[src/rtl/mem_handshake_if.sv]
// rtl/mem_handshake_if.sv - controller/datapath/memory signal bundle for mem_handshake
//
// Purpose: groups the request side (controller + datapath) and the memory side
// of the handshake block into one bundle.
// Ports (signals):
//   req_read, req_write  level requests from the controller
//   addr, wdata          request address and write data from the datapath
//   stall                freeze for the controller's state register
//   rdata                registered read data
//   err                  sticky timeout flag
//   mem_req, mem_we      registered memory request / write enable
//   mem_addr, mem_wdata  latched address / write data towards memory
//   mem_ack, mem_rdata   completion strobe and read data from memory
// Modports: slave = the mem_handshake block, master = its environment.

interface mem_handshake_if;
    logic        req_read;
    logic        req_write;
    logic [31:0] addr;
    logic [31:0] wdata;
    logic        stall;
    logic [31:0] rdata;
    logic        err;
    logic        mem_req;
    logic        mem_we;
    logic [31:0] mem_addr;
    logic [31:0] mem_wdata;
    logic        mem_ack;
    logic [31:0] mem_rdata;

    modport slave (
        input  req_read, req_write, addr, wdata, mem_ack, mem_rdata,
        output stall, rdata, err, mem_req, mem_we, mem_addr, mem_wdata
    );

    modport master (
        output req_read, req_write, addr, wdata, mem_ack, mem_rdata,
        input  stall, rdata, err, mem_req, mem_we, mem_addr, mem_wdata
    );
endinterface

[src/rtl/mem_handshake.sv]
// rtl/mem_handshake.sv - single-outstanding memory request handshake with timeout
//
// Purpose: turns a level read/write request from a controller into one
// registered memory transaction, stalls the controller until it completes,
// and latches a sticky error if memory does not acknowledge in time.
// Ports:
//   clk    sole clock, rising edge
//   reset  asynchronous, active-low reset
//   bus    mem_handshake_if.slave (request, stall/rdata/err, memory side)
// Parameter:
//   TIMEOUT  BUSY cycles without mem_ack before ERR (1..255)

module mem_handshake #(
    parameter int unsigned TIMEOUT = 15
) (
    input  logic           clk,
    input  logic           reset,
    mem_handshake_if.slave bus
);

    typedef enum logic [1:0] {
        IDLE = 2'd0,
        BUSY = 2'd1,
        DONE = 2'd2,
        ERR  = 2'd3
    } state_t;

    localparam logic [7:0] TIMEOUT_CNT = 8'(TIMEOUT);

    state_t     state;
    state_t     state_nxt;
    logic [7:0] wait_cnt;
    logic       start;
    logic       timeout_hit;

    logic        mem_req_q;
    logic        mem_we_q;
    logic [31:0] mem_addr_q;
    logic [31:0] mem_wdata_q;
    logic [31:0] rdata_q;
    logic        err_q;

    assign start = (state == IDLE) && (bus.req_read || bus.req_write);

    // The counter holds the number of completed ack-less BUSY cycles, so the
    // current cycle is the TIMEOUT-th one when wait_cnt + 1 equals TIMEOUT.
    // An ack in that same cycle wins, hence the !mem_ack qualifier.
    assign timeout_hit = (state == BUSY) && !bus.mem_ack &&
                         ((wait_cnt + 8'd1) == TIMEOUT_CNT);

    always_ff @(posedge clk or negedge reset) begin
        if (!reset) begin
            state <= IDLE;
        end else begin
            state <= state_nxt;
        end
    end

    always_comb begin
        state_nxt = state;
        case (state)
            IDLE: if (start) state_nxt = BUSY;
            BUSY: begin
                if (bus.mem_ack) begin
                    state_nxt = DONE;
                end else if (timeout_hit) begin
                    state_nxt = ERR;
                end
            end
            DONE:    state_nxt = IDLE;
            ERR:     state_nxt = ERR;
            default: state_nxt = IDLE;
        endcase
    end

    always_ff @(posedge clk or negedge reset) begin
        if (!reset) begin
            mem_req_q   <= 1'b0;
            mem_we_q    <= 1'b0;
            mem_addr_q  <= 32'd0;
            mem_wdata_q <= 32'd0;
            rdata_q     <= 32'd0;
            err_q       <= 1'b0;
            wait_cnt    <= 8'd0;
        end else begin
            case (state)
                IDLE: begin
                    if (start) begin
                        // Write wins when both requests are high.
                        mem_req_q   <= 1'b1;
                        mem_we_q    <= bus.req_write;
                        mem_addr_q  <= bus.addr;
                        mem_wdata_q <= bus.wdata;
                        wait_cnt    <= 8'd0;
                    end
                end
                BUSY: begin
                    if (bus.mem_ack) begin
                        mem_req_q <= 1'b0;
                        mem_we_q  <= 1'b0;
                        if (!mem_we_q) begin
                            rdata_q <= bus.mem_rdata;
                        end
                    end else if (timeout_hit) begin
                        mem_req_q <= 1'b0;
                        mem_we_q  <= 1'b0;
                        err_q     <= 1'b1;
                    end else begin
                        wait_cnt <= wait_cnt + 8'd1;
                    end
                end
                default: ;
            endcase
        end
    end

    // Combinational so the controller freezes in the very cycle it requests.
    assign bus.stall = start || (state == BUSY) || (state == ERR);

    assign bus.mem_req   = mem_req_q;
    assign bus.mem_we    = mem_we_q;
    assign bus.mem_addr  = mem_addr_q;
    assign bus.mem_wdata = mem_wdata_q;
    assign bus.rdata     = rdata_q;
    assign bus.err       = err_q;

endmodule

[src/flat_wrapper.sv]
// flat-port wrapper written by rule: the top's interface ports become plain ports
module mem_handshake_flat 
#(
    parameter int unsigned TIMEOUT = 15
)
  (clk, reset, bus_req_read, bus_req_write, bus_addr, bus_wdata, bus_mem_ack, bus_mem_rdata, bus_stall, bus_rdata, bus_err, bus_mem_req, bus_mem_we, bus_mem_addr, bus_mem_wdata);
  mem_handshake_if bus_i ();
  input  logic clk;
  input  logic reset;
  input wire logic [$bits(bus_i.req_read)-1:0] bus_req_read;
  input wire logic [$bits(bus_i.req_write)-1:0] bus_req_write;
  input wire logic [$bits(bus_i.addr)-1:0] bus_addr;
  input wire logic [$bits(bus_i.wdata)-1:0] bus_wdata;
  input wire logic [$bits(bus_i.mem_ack)-1:0] bus_mem_ack;
  input wire logic [$bits(bus_i.mem_rdata)-1:0] bus_mem_rdata;
  output wire logic [$bits(bus_i.stall)-1:0] bus_stall;
  output wire logic [$bits(bus_i.rdata)-1:0] bus_rdata;
  output wire logic [$bits(bus_i.err)-1:0] bus_err;
  output wire logic [$bits(bus_i.mem_req)-1:0] bus_mem_req;
  output wire logic [$bits(bus_i.mem_we)-1:0] bus_mem_we;
  output wire logic [$bits(bus_i.mem_addr)-1:0] bus_mem_addr;
  output wire logic [$bits(bus_i.mem_wdata)-1:0] bus_mem_wdata;
  assign bus_i.req_read = bus_req_read;
  assign bus_i.req_write = bus_req_write;
  assign bus_i.addr = bus_addr;
  assign bus_i.wdata = bus_wdata;
  assign bus_i.mem_ack = bus_mem_ack;
  assign bus_i.mem_rdata = bus_mem_rdata;
  assign bus_stall = bus_i.stall;
  assign bus_rdata = bus_i.rdata;
  assign bus_err = bus_i.err;
  assign bus_mem_req = bus_i.mem_req;
  assign bus_mem_we = bus_i.mem_we;
  assign bus_mem_addr = bus_i.mem_addr;
  assign bus_mem_wdata = bus_i.mem_wdata;
  mem_handshake #(.TIMEOUT(TIMEOUT)) u_core (.clk(clk), .reset(reset), .bus(bus_i));
endmodule
[config.mk]
export PLATFORM = sky130hd
export DESIGN_NAME = mem_handshake_flat
export DESIGN_NICKNAME = d
export VERILOG_FILES = /design/src/rtl/mem_handshake_if.sv /design/src/rtl/mem_handshake.sv /design/src/flat_wrapper.sv
export SDC_FILE = /design/constraint.sdc
export NUM_CORES = 1
export LEC_CHECK = 0
export ABC_AREA = 1
export BUFFER_PORTS_ARGS = -buffer_cell sky130_fd_sc_hd__clkbuf_2
export CAP_MARGIN = 10
export CORE_UTILIZATION = 50
export DETAILED_ROUTE_END_ITERATION = 12
export PLACE_DENSITY = 0.88
export SYNTH_ARGS = -nofsm -noshare
export SYNTH_HDL_FRONTEND = slang
export SYNTH_SLANG_ARGS = --single-unit
[constraint.sdc]
create_clock -name clk -period 3.22 [get_ports clk]
set_input_delay 0.161 -clock clk [delete_from_list [all_inputs] [get_ports clk]]
set_output_delay 0.161 -clock clk [all_outputs]
set_load 0.02 [all_outputs]
; Word-level counts from Yosys, hierarchy flattened
; Index checks and enable logic that the tools add are counted.
; W data, S select, Z words.
[op_classes]
addsub = 1
n_mul = 0
div_mod_pow = 0
n_lt_le_gt_ge = 0
n_eq_ne = 8
n_shift = 0
mux = 14
bitwise = 2
reduce_logical = 15
[op_table]
columns = op, count
row1 = $mux W8, 3
row2 = $pmux W8 S2, 1
row3 = $reduce_and A3 Y1, 3
row4 = $add A8 B1 Y8 const B, 1
row5 = $eq A8 B4 Y1 const B, 1
row6 = $pmux W2 S4, 1
row7 = $mux W2, 3
row8 = $eq A2 B2 Y1 const B, 2
row9 = $mux W1, 4
row10 = $ne A2 B2 Y1 const B, 2
row11 = $pmux W1 S2, 2
row12 = $reduce_and A2 Y1, 2
row13 = $reduce_and A4 Y1, 1
row14 = $logic_and A1 B1 Y1, 3
row15 = $logic_or A1 B1 Y1, 3
row16 = $ne A3 B2 Y1 const B, 1
row17 = $eq A2 B1 Y1 const B, 1
row18 = $logic_not A2 Y1, 1
row19 = $ne A2 B1 Y1 const B, 1
row20 = $not A1 Y1, 2
row21 = $reduce_bool A2 Y1, 1
row22 = $logic_not A1 Y1, 1
[totals]
regBits = 109
latch_bits = 0
ram_bits = 0
romBits = 0
input_bits = 101
output_inout_bits = 100
n_memories = 0

; Logic depth before layout (Yosys ltp)
; Gate-level depths: netlist of run 1.
[depth]
depth_word = 6
depth_mapped = 11
ltp_nobuf = 11

; Worst setup path before layout of run 1
; No wires, ideal clock.
[synth_timing]
path_type = register -> register
startpoint = reg u_core.wait_cnt[0]
endpoint = reg u_core.wait_cnt[5]
setup_ps = 117
arrival_time_ps = 1432
required_ps = 3103
setup_slack_ps = 1671
path_stages_with_launch = 12
n_path_buf = 0
cell_sequence = dfrtp_1 > ha_1 > nand2_1 > inv_1 > nor2_1 > nand3_1 > nor2_1 > nand3_2 > nand2_4 > nand2_4 > nand2_1 > nand2_1
[synth_between]
elab_chain_len = 5
elab_cells_between_ends = 8
classes_between = add/sub (1) / eq/ne (2) / mux (3) / reduce/logical (2)
[synth_lines]
columns = element, line
row1 = from (decl), mem_handshake.sv:32  ; logic [7:0] wait_cnt;
row2 = from (signal assigned), mem_handshake.sv:109  ; wait_cnt <= wait_cnt + 8'd1;
row3 = $add A8 B1 Y8 (*), "mem_handshake.sv:49, mem_handshake.sv:109"
row4 = $eq A8 B4 Y1, mem_handshake.sv:49  ; ((wait_cnt + 8'd1) == TIMEOUT_CNT);
row5 = $logic_and A1 B1 Y1, mem_handshake.sv:48  ; assign timeout_hit = (state == BUSY) && !bus.mem_ack &&
row6 = $ne A2 B2 Y1 (no source line), --
row7 = $reduce_and A4 Y1 (no source line), --
; Mark *: on every way between the ends. The rest lies on a longest branch, timed or not. The select of a mux whose other input is x is not followed.
; A chain may end at the register's enable or synchronous reset.

; Worst setup path in the final report of run 1
[layout_timing]
startpoint = reg u_core.state[1]
endpoint = out bus_stall
[layout_between]
elab_chain_len = 4
elab_cells_between_ends = 6
classes_between = eq/ne (2) / reduce/logical (4)
[layout_lines]
columns = element, line
row1 = from (decl), mem_handshake.sv:30  ; state_t state;
row2 = from (signal assigned), mem_handshake.sv:55  ; state <= state_nxt;
row3 = $logic_not A2 Y1, mem_handshake.sv:43  ; assign start = (state == IDLE) && (bus.req_read || bus.req_write);
row4 = $logic_and A1 B1 Y1, mem_handshake.sv:43
row5 = $logic_or A1 B1 Y1, mem_handshake.sv:118  ; assign bus.stall = start || (state == BUSY) || (state == ERR);
row6 = $logic_or A1 B1 Y1 (*), mem_handshake.sv:118
row7 = to (decl), flat_wrapper.sv:16  ; output wire logic [$bits(bus_i.stall)-1:0] bus_stall;
; Mark *: on every way between the ends. The rest lies on a longest branch, timed or not.

==> impl_metrics.tcl, run 1 <==
set metrics [dict create \
    grt_pass1_wl_um 17600 \
    status "completed" \
    finalSetupTns_ps 0 \
    synth_cell_types 24 \
    area_growth_pct 37.6 \
    htree_num_levels 3 \
    ys_seq_area_frac 0.626 \
    grt_setup_unrepaired "no" \
    hp-start "bus_addr[9]" \
    power_mw 2.59 \
    finClkSkew_ps 12.8 \
    cp_data_arrival_time_ps 1980 \
    die_h_um 95.3 \
    grt-ovfl-total 0 \
    path_class "reg -> out" \
    rrSetupSlack_ps 1350 \
    synth_top_area_frac 0.626 \
    max_stage_delay_ps 730 \
    power_leakage_nw 3.46 \
    timing.final.ws_setup_ps 1080 \
    gp_congestion 0.822 \
    crit_chain "nor2_1 -> inv_1 -> nor2_4 -> inv_2 -> nand2_1 -> clkbuf_2" \
    start_util 0.522 \
    final_common_cell "nand2_1" \
    synthesis.nets 551 \
    synth.avg_cell_area_um2 9.72 \
    whs_path_depth 3 \
    endpoint_kind "primary output" \
    netlist_area_um2 4360 \
    cp.required_ps 3060 \
    fin_nets 781 \
    power_density_nw_per_um2 432 \
    first_pass_iters 4 \
    hold_ws_ps 11.9 \
    slowest_stage "inv_2" \
    row_count 33 \
    routed_wl_um 11000 \
    post_drt_wl_per_cell_um 14.0 \
    cts-resized-gates 0 \
    cts_tree "done" \
    synth_cells 448 \
    slew_headroom 0.329 \
    yosys_warnings 0 \
    finalCriticalPeriod_ps 2140 \
    cap_violations 0 \
    reg2reg_from "u_core.state[1]" \
    worstRegToRegCells 7 \
    antenna_found_initial 0 \
    antenna_cells 0 \
    r2r_end "u_core.bus.mem_wdata[1]" \
    finalSetupViolations 0 \
    post_cts_buffers 0 \
    cts_root_buf "clkbuf_8" \
    die_x_um 95.3 \
    max_freq_mhz 467 \
    tightestPinTransition_ps 1000 \
    ctsLongestPathBuffers 2 \
    placedInstanceArea_um2 5460 \
    io_buffers 200 \
    start_kind "register" \
    dpl_worst_slack_ps 1380 \
    clk_latency_ps 360 \
    period_share 0.666 \
    viasPerCell 4.91 \
    route.detailed.drc 0 \
    first_iter_violations 180 \
    slew_violations 0 \
    ir_drop_v 0.000267 \
    synth_top_area_cell "dfrtp_1" \
    die_area_um2 9090 \
    numCtsBuffers 9 \
    ys_top_cells_by_area "dfrtp_1 (63%), nand2_1 (20%), mux2_2 (8.3%)" \
    drive_gt1_frac 0.387 \
    layout_common_cells "nand2_1 (228), clkbuf_2 (199), dfrtp_1 (109)" \
    finalInstanceArea_um2 5990 \
    grt_max_degree 66 \
    synth-seq-cells 109 \
    hold_violations 0 \
    core-area_um2 8340 \
    clk_pin_slew_ps 100 \
    grt_pass1_vias 3911 \
    cp_max_fo 61 \
    whs_endpoint "u_core.bus.mem_addr[9]" \
    dr_total_vias 3867 \
    ioPinCount 201 \
    antenna_left 0 \
    clkSinkCount 109 \
    hpwlAfterDp_um 7610 \
    min_path_type "in -> reg" \
    grtUsageTotal 0.250 \
]
[cells in the mapped netlist]
master / number
nand2_2: 1
buf_2: 8
nand3_2: 2
a211o_1: 1
inv_2: 2
nor3_1: 1
clkbuf_1: 8
inv_1: 11
a21oi_1: 4
nand2_1: 228
nor2_2: 4
nand4_1: 2
a22oi_1: 1
nand2_4: 2
ha_1: 2
nand3_1: 13
clkinv_1: 1
dfrtp_1: 109
mux2_2: 32
buf_1: 2
nor2_1: 11
o21ai_1: 1
o21bai_2: 1
o21bai_1: 1
[layer usage]
metal / up-vias / global-route usage / share of wire
li1: 1855 / - / -
met1: 1850 / 0.288 / 0.37
met2: 141 / 0.461 / 0.55
met3: 21 / 0.0463 / 0.051
met4: 0 / 0.0884 / 0.019
met5: - / 0 / 0
[worst max-delay path by stage]
stage | from | to | slack [ps]
after floorplan | u_core.wait_cnt[0] | u_core.wait_cnt[5] | 1670
after global placement | bus_req_write | u_core.bus.mem_wdata[9] | 1440
after detailed placement | bus_req_write | u_core.bus.mem_wdata[1] | 1380
after CTS | u_core.state[0] | bus_stall | 1080
after global routing | u_core.state[0] | bus_stall | 940
final | u_core.state[1] | bus_stall | 1080
[area by class of cell]
type,count,area (um^2)
repair buffers,237,1380
fillers,638,2350
clock buffers,11,141
multi-input cells,307,1510
well taps,105,131
inverters,14,52.6
clock inverters,5,58.8
flip-flops and latches,109,2730
[kinds of logic (layout without fill, tap and decap cells)]
kind of cell	Yosys count	after routing	share of synthesized area
DFF	109	109	0.626
adders and majority gates	2	2	0.00574
AOI/OAI and AO/OA	9	9	0.0138
muxes	32	32	0.0827
and+or+nand+nor	264	264	0.242
buffers and inverters	32	267	0.0299
[report_power, final]
| group | internal [mW] | switching, mW | total [mW] |
|---|---|---|---|
| clock | 0.384 | 0.454 | 0.837 |
| combinational | 0.126 | 0.171 | 0.298 |
| sequential | 1.42 | 0.0329 | 1.45 |
[stage by stage]
step	std cells	utilization
5_1_grt	788	0.719
2_1_floorplan	448	-
3_3_place_gp	739	0.655
3_5_place_dp	739	0.655
4_1_cts	788	0.719
6_report	788	0.719
[flip-flops by register name, indices dropped and copies added (netlist names)]
register	flops
u_core.bus.mem_addr	32
u_core.bus.mem_wdata	32
u_core.bus.rdata	32
u_core.wait_cnt	8
u_core.state	2
u_core.bus.err	1
u_core.bus.mem_req	1
u_core.bus.mem_we	1
[critical path, delay by kind of cell, from the launching register on]
| kind | cells | cell delay, ps |
|---|---|---|
| buf+inv | 3 | 1020 |
| simple gates | 3 | 250 |
| flops | 1 | 370 |
[what timing repair did]
action,in CTS,in global routing
hold buffers,33,0
endpoints found under the setup margin,0,0
endpoints found under the hold margin,86,0
Note: power is estimated with default switching activity, not from simulation.
==> inputs of run 2 (changes only) <==
--- a/config.mk
+++ b/config.mk
@@ -8,9 +8,9 @@
 export ABC_AREA = 1
 export BUFFER_PORTS_ARGS = -buffer_cell sky130_fd_sc_hd__clkbuf_2
 export CAP_MARGIN = 10
-export CORE_UTILIZATION = 50
+export CORE_UTILIZATION = 47
 export DETAILED_ROUTE_END_ITERATION = 12
-export PLACE_DENSITY = 0.88
+export PLACE_DENSITY = 0.83
 export SYNTH_ARGS = -nofsm -noshare
 export SYNTH_HDL_FRONTEND = slang
 export SYNTH_SLANG_ARGS = --single-unit
==> constraint.sdc (replaced) <==
create_clock -name clk -period 2.1 [get_ports clk]
set_input_delay 0.105 -clock clk [delete_from_list [all_inputs] [get_ports clk]]
set_output_delay 0.105 -clock clk [all_outputs]
set_load 0.02 [all_outputs]
==> run 2 against run 1 <==
  * Global-route usage grew 3.0 points
  * Combinational power up 91%
  * Worst hold slack improved by 220 ps
  * Largest power group unchanged
  * First-iteration DRC count up 4.4%
  * Cell count increased by 9.0%
  * The run now ends with design-rule violations left
  * Largest cell class unchanged
  * Flip-flop and latch count unchanged
  * Critical endpoint is now u_core.wait_cnt[2]
  * Clock power up 86%
  * Critical path depth grew 4
  * Sequential power rose by 54%
==> impl_metrics.tcl, run 2 (synthesized netlist as in run 1, its figures left out) <==
set metrics [dict create \
    route.detailed.drc 10 \
    hold_violations 0 \
    cts_hold_buf 99 \
    path_class "reg -> reg" \
    finClkSkew_ps 10.2 \
    min_path_type "in -> async" \
    antenna_left 0 \
    grt_setup_unrepaired "no" \
    area_growth_pct 54.4 \
    die_h_um 98.3 \
    antenna_cells 0 \
    io_buffers 200 \
    power_density_nw_per_um2 649 \
    cp_max_fo 10 \
    antenna_found_initial 0 \
    ctsLongestPathBuffers 2 \
    ir_drop_v 0.000427 \
    clk_pin_slew_ps 110 \
    period_share 0.905 \
    finalSetupViolations 0 \
    grt_use_met1 0.313 \
    grt-ovfl-total 0 \
    cts-resized-gates 0 \
    layout_common_cells "nand2_1 (228), clkbuf_2 (199), dfrtp_1 (109)" \
    numCtsBuffers 9 \
    first_pass_iters 10 \
    clkSinkCount 109 \
    placedInstanceArea_um2 5480 \
    slew_headroom 0.588 \
    die_x_um 98.3 \
    hpwlAfterDp_um 7350 \
    fillers 535 \
    grt_pass1_vias 4429 \
    slew_violations 0 \
    fin_nets 849 \
    start_util 0.492 \
    cp_data_arrival_time_ps 2170 \
    status "complete, but fails checks" \
    gp_congestion 0.820 \
    die_area_um2 9660 \
    grt_max_degree 66 \
    cts_tree "done" \
    grt-busiest-layer "met2" \
    final_common_cell "nand2_1" \
    row_count 34 \
    grtUsageTotal 0.279 \
    cp.required_ps 2370 \
    max_freq_mhz 526 \
    power_leakage_nw 3.77 \
    first_iter_violations 188 \
    globalRouteMet3Util 0.0644 \
    core-area_um2 8850 \
    post_cts_buffers 0 \
    finalCriticalPeriod_ps 1900 \
    cap_violations 0 \
    finalInstanceArea_um2 6730 \
    grtUsageMet2 0.498 \
    clk_latency_ps 370 \
    viasPerCell 4.96 \
    htree_num_levels 3 \
    violations "design-rule violations" \
    start_kind "register" \
    endpoint_kind "register" \
    tightestPinTransition_ps 618 \
    dr_total_vias 4262 \
    grt_pass1_wl_um 20900 \
    drive_gt1_frac 0.356 \
    utilization 0.760 \
    post_drt_wl_per_cell_um 15.2 \
    cts_root_buf "clkbuf_8" \
    routed_wl_um 13100 \
    finalSetupTns_ps 0 \
    ioPinCount 201 \
]
==> run 2: critical path: stages, from the launching register on <==
cell	delay, ps
dfrtp_1	480
ha_1	250
nand3_1	160
nand2_1	130
nand3_1	80
nor2_1	150
nand3_2	130
nand2_4	160
nand2_4	90
nand2_1	90
nand2_1	70
==> run 2: worst paths after layout <==
| path | start | to | slack, ps | cells past startpoint |
|---|---|---|---|---|
| hold reg to reg | u_core.bus.mem_addr[13] | u_core.bus.mem_addr[13] | 480 | 2 |
| max in group asynchronous | reset | u_core.bus.rdata[19] | 1210 | 3 |
| hold / removal | reset | u_core.bus.mem_wdata[27] | 230 | 2 |
| setup reg to reg | u_core.wait_cnt[0] | u_core.wait_cnt[2] | 200 | 10 |
| setup / recovery | u_core.wait_cnt[0] | u_core.wait_cnt[2] | 200 | 10 |
| min in group clk | bus_req_read | u_core.bus.mem_wdata[8] | 260 | 6 |
==> run 2: per-layer routing <==
metal,vias up,share of wire
met1,2012,0.38
met4,0,0.037
met2,216,0.52
met5,-,0
met3,46,0.066
li1,1988,-
==> run 2: stage by stage <==
stage	power [mW]	setup slack, ps	hold WS, ps	instances
after floorplan	2.43	551	-191	448
after global placement	2.66	442	41.7	744
after detailed placement	2.68	285	52.0	744
after CTS	4.37	238	181	859
after global routing	4.52	67.6	234	859
final	4.37	200	230	859
==> run 2: layout make-up <==
cell class	instances	area, um^2	share of cell area
Sequential cell	109	2730	0.406
Timing Repair Buffer	305	2050	0.305
Multi-Input combinational cell	307	1510	0.224
Tap cell	108	135	0.0201
Clock inverter	7	129	0.0192
Clock buffer	9	124	0.0184
Inverter	14	52.6	0.00781
==> run 2: power breakdown <==
part / internal [mW] / leakage (nW) / total [mW] / switching [mW]
combinational: 0.275 / 2.26 / 0.570 / 0.295
sequential: 2.18 / 1.39 / 2.23 / 0.0522
clock: 0.813 / 0.124 / 1.56 / 0.751
total: 3.27 / 3.77 / 4.37 / 1.10
